### config.mk
export PLATFORM = sky130hd
export DESIGN_NAME = div_sequencer
export DESIGN_NICKNAME = d
export VERILOG_FILES = /design/src/rtl/div_sequencer.sv
export SDC_FILE = /design/constraint.sdc
export NUM_CORES = 1
export LEC_CHECK = 0
export CORE_ASPECT_RATIO = 0.5
export CORE_MARGIN = 8
export CORE_UTILIZATION = 55
export DETAILED_ROUTE_END_ITERATION = 16
export DONT_BUFFER_PORTS = 1
export PLACE_DENSITY = 0.7
export SYNTH_ARGS = -nofsm -noshare
export SYNTH_HDL_FRONTEND = slang
export SYNTH_SLANG_ARGS = --single-unit
### constraint.sdc
create_clock -name clk -period 11.4 [get_ports clk]
set_input_delay 2.28 -clock clk [delete_from_list [all_inputs] [get_ports clk]]
set_output_delay 2.28 -clock clk [all_outputs]
set_load 0.1 [all_outputs]
### src/rtl/div_sequencer.sv
// Iterative RV32M divide controller: 32-step radix-2 restoring division that
// stalls the pipeline while it runs and presents the result for one cycle.
module div_sequencer #(
    parameter int XLEN = 32
) (
    input  logic            clk,
    input  logic            reset,
    input  logic            start_i,
    input  logic [2:0]      funct3_i,
    input  logic [XLEN-1:0] op_a_i,
    input  logic [XLEN-1:0] op_b_i,
    input  logic            flush_i,
    output logic            stall_o,
    output logic            busy_o,
    output logic            done_o,
    output logic [XLEN-1:0] result_o
);

    localparam logic [1:0] S_IDLE = 2'd0;
    localparam logic [1:0] S_BUSY = 2'd1;
    localparam logic [1:0] S_DONE = 2'd2;

    localparam logic [XLEN-1:0] MIN_NEG = {1'b1, {(XLEN-1){1'b0}}};

    logic [1:0]      state_q, state_d;
    logic [4:0]      cnt_q, cnt_d;
    logic [XLEN-1:0] rem_q, rem_d;
    logic [XLEN-1:0] quot_q, quot_d;
    logic [XLEN-1:0] dvsr_q, dvsr_d;
    logic            is_rem_q, is_rem_d;
    logic            neg_quot_q, neg_quot_d;
    logic            neg_rem_q, neg_rem_d;
    logic [XLEN-1:0] result_q, result_d;

    logic            start_ok;
    logic            signed_op, rem_op, a_neg, b_neg;
    logic            b_zero, overflow;
    logic [XLEN-1:0] abs_a, abs_b;
    logic [XLEN:0]   shifted, diff;
    logic [XLEN-1:0] step_rem, step_quot, fix_rem, fix_quot;

    always_comb begin
        start_ok  = start_i & funct3_i[2] & ~flush_i;
        signed_op = ~funct3_i[0];
        rem_op    = funct3_i[1];
        a_neg     = signed_op & op_a_i[XLEN-1];
        b_neg     = signed_op & op_b_i[XLEN-1];
        // Negating the most negative value wraps to itself, which is the right
        // unsigned magnitude for the division datapath.
        abs_a     = a_neg ? -op_a_i : op_a_i;
        abs_b     = b_neg ? -op_b_i : op_b_i;
        b_zero    = (op_b_i == '0);
        overflow  = signed_op & (op_a_i == MIN_NEG) & (op_b_i == '1);

        // 33-bit trial subtraction: bit XLEN set means the partial remainder went negative.
        shifted   = {rem_q, quot_q[XLEN-1]};
        diff      = shifted - {1'b0, dvsr_q};
        step_rem  = diff[XLEN] ? shifted[XLEN-1:0] : diff[XLEN-1:0];
        step_quot = {quot_q[XLEN-2:0], ~diff[XLEN]};
        fix_quot  = neg_quot_q ? -step_quot : step_quot;
        fix_rem   = neg_rem_q ? -step_rem : step_rem;
    end

    always_comb begin
        // NOTE: every next-state signal gets a default first so no path leaves it unassigned (no latches).
        state_d    = state_q;
        cnt_d      = cnt_q;
        rem_d      = rem_q;
        quot_d     = quot_q;
        dvsr_d     = dvsr_q;
        is_rem_d   = is_rem_q;
        neg_quot_d = neg_quot_q;
        neg_rem_d  = neg_rem_q;
        result_d   = result_q;

        case (state_q)
            S_IDLE: begin
                if (start_ok) begin
                    if (b_zero) begin
                        result_d = rem_op ? op_a_i : '1;
                        state_d  = S_DONE;
                    end else if (overflow) begin
                        result_d = rem_op ? '0 : MIN_NEG;
                        state_d  = S_DONE;
                    end else begin
                        cnt_d      = 5'(XLEN - 1);
                        rem_d      = '0;
                        quot_d     = abs_a;
                        dvsr_d     = abs_b;
                        is_rem_d   = rem_op;
                        neg_quot_d = a_neg ^ b_neg;
                        neg_rem_d  = a_neg;
                        state_d    = S_BUSY;
                    end
                end
            end
            S_BUSY: begin
                if (flush_i) begin
                    state_d = S_IDLE;
                end else begin
                    rem_d  = step_rem;
                    quot_d = step_quot;
                    if (cnt_q == 5'd0) begin
                        result_d = is_rem_q ? fix_rem : fix_quot;
                        state_d  = S_DONE;
                    end else begin
                        cnt_d = cnt_q - 5'd1;
                    end
                end
            end
            S_DONE:  state_d = S_IDLE;
            default: state_d = S_IDLE;
        endcase
    end

    // NOTE: sequential state uses non-blocking assignments only, so all flops update together.
    always_ff @(posedge clk or negedge reset) begin
        if (!reset) begin
            state_q    <= S_IDLE;
            cnt_q      <= '0;
            rem_q      <= '0;
            quot_q     <= '0;
            dvsr_q     <= '0;
            is_rem_q   <= 1'b0;
            neg_quot_q <= 1'b0;
            neg_rem_q  <= 1'b0;
            result_q   <= '0;
        end else begin
            state_q    <= state_d;
            cnt_q      <= cnt_d;
            rem_q      <= rem_d;
            quot_q     <= quot_d;
            dvsr_q     <= dvsr_d;
            is_rem_q   <= is_rem_d;
            neg_quot_q <= neg_quot_d;
            neg_rem_q  <= neg_rem_d;
            result_q   <= result_d;
        end
    end

    // Stall is gated by reset so a start sitting on the inputs cannot hold the pipe during reset.
    assign stall_o  = reset & (((state_q == S_IDLE) & start_ok) | (state_q == S_BUSY));
    assign busy_o   = (state_q != S_IDLE);
    assign done_o   = (state_q == S_DONE) & ~flush_i;
    assign result_o = result_q;

endmodule

# Word level (Yosys, flattened, before mapping)
# Cells that the tools add are included.
# word_totals
word_cells	89
regBits	138
# op_classes
add_sub_neg	6
eq_ne	12
n_bitwise	16
n_mux	36
n_reduce_logical	10
# ops
operator	n
32-bit two-way mux	21
32-bit one-hot mux with 2 select lines	3
32-bit negation	4
32-bit equality test, second input constant	2
33-bit by 32-bit subtractor with 33-bit output	1
32-bit logical NOT	1
5-bit two-way mux	5
2-bit inequality test, second input constant	6
2-bit two-way mux	5
5-bit one-hot mux with 2 select lines	1
5-bit AND reduction	2
1-bit bitwise AND	9
3-bit inequality test, second input constant	2
6-bit AND reduction	1
5-bit logical NOT	1
1-bit NOT	5
5-bit by 1-bit subtractor with 5-bit output, second input constant	1
2-bit one-hot mux with 2 select lines	1
4-bit AND reduction	1
2-bit nonzero test	2
2-bit by 1-bit equality test with 1-bit output, second input constant	1
2-bit equality test, second input constant	1
2-bit logical NOT	1
2-bit AND reduction	1
other kinds (2)	2

# Logic depth before layout (Yosys ltp)
# depth
ltp_word	8
mapped_depth	28

# Worst setup path after synthesis
# OpenSTA, ideal clock, no wires.
# synth_timing
path_kind	input -> output
from	input start_i
to	output stall_o
path_slack_ps	4450
arrival_time_ps	4670
stages	4
cell_sequence	nand2_1 > nor2_1 > nor2_1 > nor3b_1
# synth_via
elab_chain_len	5
# synth_rtl
item	line_no	source
start: declaration	8	input logic start_i,
1-bit bitwise AND (2 in series)	43	start_ok = start_i & funct3_i[2] & ~flush_i;
1-bit bitwise AND	142	assign stall_o = reset & (((state_q == S_IDLE) & start_ok) | (state_q == S_BUSY));
1-bit OR	142	
1-bit bitwise AND	142	
end: declaration	13	output logic stall_o,
# Every way passes these cells.

# Worst setup path after layout
# layout_timing
from	register quot_q[31]
to	register result_q[26], in the netlist result_o[26]
# layout_via
elab_chain_len	8
elab_cells_between_ends	11
# layout_rtl
item	line_no	source
start: declaration	28	logic [XLEN-1:0] quot_q, quot_d;
start signal: assignment	132	quot_q <= quot_d;
33-bit by 32-bit subtractor with 33-bit output	57	diff = shifted - {1'b0, dvsr_q};
32-bit two-way mux / 1-bit NOT (equally long branches)	58, 59	
32-bit negation, on equally long branches	61, 60	
32-bit two-way mux, on equally long branches	61, 60	
32-bit two-way mux (*)	104	result_d = is_rem_q ? fix_rem : fix_quot;
32-bit two-way mux (*)	103	if (cnt_q == 5'd0) begin
32-bit two-way mux (*)	98	if (flush_i) begin
32-bit one-hot mux with 2 select lines (*)	76	case (state_q)
end signal: assignment	137	result_q <= result_d;
end: declaration	33	logic [XLEN-1:0] result_q, result_d;
# Mark *: on every way between the ends. The rest lies on a longest branch, timed or not. The select of a mux whose other input is x is not followed.
# A chain may end at the register's enable or synchronous reset.

==> flow_summary.json <==
{
  "clock_latency_ns": 0.44,
  "comb_power_share_pct": 30.3,
  "grt.total_usage_pct": 28.0,
  "syn_area_sq_um": 11600,
  "syn-num-nets": 1661,
  "synth-main-ff-cell": "dfrtp_1",
  "ir_drop_mv": 0.113,
  "switchingPower_w": 0.000654,
  "postCtsSetupBuffers": 0,
  "clockPowerShare_pct": 32.6,
  "status": "completed",
  "cts_sinks": 138,
  "cap_violations": 0,
  "whs_ns": 0.502,
  "cts_tree": "built",
  "async_flop_share_pct": 100,
  "post_cts_resized": 0,
  "cp.arrival_ns": 6.82,
  "antenna_found_initial": 0,
  "yosys-top-cells-area": "dfrtp_1 30%, o21ai_0 8.5%, a21oi_1 7.2%",
  "rsz0062_at_grt": "no",
  "min-delay-start": "cnt_q[3]",
  "cts_max_path_buffers": 2,
  "grt_pass1_wl_um": 59100,
  "p_sw_share_pct": 38.4,
  "crit_top_cell": "a211oi_1",
  "placed_area_sq_um": 11700,
  "setup_tns_ns": 0,
  "dpl.hpwl_um": 27900,
  "p_int_w": 0.00105,
  "rrSetupSlack_ns": 4.90,
  "dieWidth_um": 221,
  "power_density_nw_per_um2": 138,
  "drt_iter0_drc": 1578,
  "grt_pass1_vias": 10500,
  "pwr-share-seq_pct": 37.1,
  "yosysTopAreaCell": "dfrtp_1",
  "r2r_end": "result_o[26]",
  "ys_seq_area_share_pct": 29.8,
  "clkTransAtPathRegs_ns": 0.07,
  "timing.final.hold_violations": 0,
  "area_delta_synth_final_pct": 6.27,
  "crit_start": "quot_q[31]",
  "core_sq_um": 20600,
  "leakage_nw": 5.03,
  "reg2regPathDepth": 25,
  "avgSynthCellArea_sq_um": 7.48,
  "gp_congestion": 0.984,
  "period_needed_ns": 6.50,
  "die_h_um": 119,
  "tightest_slew_ns": 1.23,
  "netlist.area_leader.share_pct": 29.8,
  "period_share_pct": 57.0,
  "cp_max_fo": 56,
  "critical_path.max_stage_delay_ns": 0.55,
  "yosys-top-cells-count": "198 x o21ai_0, 191 x nand2_1, 166 x a21oi_1",
  "cp.depth": 25,
  "cts_made_buffers": 17,
  "synth_cell_types": 69,
  "start_util_pct": 56.3,
  "end_kind": "flip-flop",
  "cts_htree_levels": 4,
  "critPathBufInv": 4,
  "design_area_sq_um": 12300,
  "min_path_cells": 1,
  "slew_violations": 0,
  "worst_path_max_delay_cell": "buf_4",
  "synthCells": 1550,
  "finalSetupViolCount": 0,
  "vias_per_cell": 6.46,
  "num_vias": 11500,
  "io_pins": 106,
  "holdBufCountCts": 0,
  "place_worst_setup_slack_ns": 5.09,
  "finClkSkew_ns": 0.0111,
  "overflow": 0,
  "clockRootBuffer": "clkbuf_16",
  "antennaDiodeCount": 0,
  "drive_gt1_share_pct": 4.92,
  "synth-seq-cells": 138,
  "ant_nets": 0,
  "synth_enable_flop_cells": 0,
  "hp-class": "reg2reg",
  "finalNetCount": 1603,
  "max_freq_mhz": 154,
  "p_total_w": 0.00170,
  "setup_slack_ns": 4.90,
  "drc_errors": 0,
  "critPathRequiredTime_ns": 11.72,
  "num_rows": 37,
  "routed_wl_um": 37700,
  "detail_route.wl_per_cell_um": 21.2,
  "relSlewSlack_pct": 17.1,
  "synth_most_common_cell": "o21ai_0",
  "critical_path_class": "reg2reg",
  "start_kind": "flip-flop",
  "yosysWarnings": 0,
  "port_buffers": 0,
  "first_pass_iters": 6,
  "crit_family": "compound AO/OA/AOI/OAI gates",
  "rr_startpoint": "quot_q[31]",
  "holdPathEnd": "cnt_q[3]",
  "grt_max_degree": 140,
  "die_area_sq_um": 26300
}
layer usage:
layer	track usage (%)	vias to the layer above	wire, um
met5	0	-	0
met4	5.89	0	462
met3	9.38	44	4810
met2	39.9	643	15000
met1	40.3	5380	17400
li1	-	5413	-
worst reg2reg max path, cell delays in order (launching register included):
cell      delay, ns
dfrtp_1        0.41
inv_1          0.07
ha_1           0.17
inv_1          0.06
fa_1           0.42
a211oi_1       0.37
o21ai_1        0.22
nand3_1        0.18
a211oi_1       0.12
o22ai_1        0.35
xnor2_2        0.15
buf_4          0.55
inv_1          0.20
mux2i_1        0.31
ha_1           0.26
nand3b_1       0.10
mux2_2         0.31
a211oi_1       0.33
nand3_1        0.22
a211oi_1       0.30
nor4b_1        0.28
o21ai_0        0.21
or2_2          0.34
o21ai_0        0.22
xnor2_1        0.15
o21ai_0        0.09
power groups by stage:
stage	Clock (W)	Combinational (W)	Sequential, W
after floorplan	0	0.000405	0.000602
final	0.000556	0.000517	0.000632
after CTS	0.000558	0.000505	0.000629
after detailed placement	0	0.000502	0.000637
after global placement	0	0.000492	0.000635
after global routing	0.000577	0.000571	0.000641
cells in the final DEF, fill, tap and decap left out, types with 6 or more instances in the layout:
| master | n |
|---|---|
| a211oi_1 | 15 |
| a21o_1 | 6 |
| a21oi_1 | 166 |
| a31oi_1 | 14 |
| a41oi_1 | 8 |
| and2_1 | 8 |
| and3_1 | 8 |
| buf_4 | 10 |
| clkbuf_16 | 19 |
| dfrtp_1 | 138 |
| ha_1 | 39 |
| inv_1 | 57 |
| mux2i_1 | 21 |
| nand2_1 | 190 |
| nand2b_1 | 19 |
| nand3_1 | 26 |
| nand4_1 | 23 |
| nor2_1 | 154 |
| nor2b_1 | 6 |
| nor3_1 | 36 |
| nor4_1 | 18 |
| o211ai_1 | 7 |
| o21a_1 | 11 |
| o21ai_0 | 198 |
| o21bai_1 | 6 |
| o31ai_1 | 26 |
| o41ai_1 | 13 |
| or3_1 | 19 |
| or4_1 | 9 |
| xnor2_1 | 72 |
| xor2_1 | 68 |
stage by stage:
stage                     std cells  util, %
after global routing           1778     59.8
final                          1778     59.8
after floorplan                1550        -
after detailed placement       1746     57.0
after global placement         1746     57.0
after CTS                      1778     59.8
worst max-delay path by stage:
stage	endpoint	slack (ns)
finish	result_o[26]	4.90
global route	result_o[26]	4.41
floorplan	stall_o	4.45
CTS	result_o[30]	5.11
detailed placement	result_o[31]	5.09
global placement	result_o[31]	5.09
registers in the layout (all words and copies together) (netlist names):
register and flops:
result_o 32, neg_rem_q 1, rem_q 32, dvsr_q 32, quot_q 32, state_q 2, neg_quot_q 1, cnt_q 5
is_rem_q 1
cell families after synthesis:
kind of cell	after synthesis	synth area share [%]
xor+xnor	141	10.6
simple gates	549	22.3
flops	138	29.8
fa+ha+maj	40	4.38
compound gates	509	25.6
buf+inv	147	4.94
mux	26	2.30
final cells by class:
cell class / count / area (sq um)
Inverter: 58 / 218
Fill cell: 1849 / 8280
Tap cell: 273 / 342
Sequential cell: 138 / 3450
Multi-Input combinational cell: 1265 / 7610
Clock inverter: 14 / 138
Clock buffer: 18 / 439
Timing Repair Buffer: 12 / 125
No activity file was read; power rests on OpenSTA's default activity.
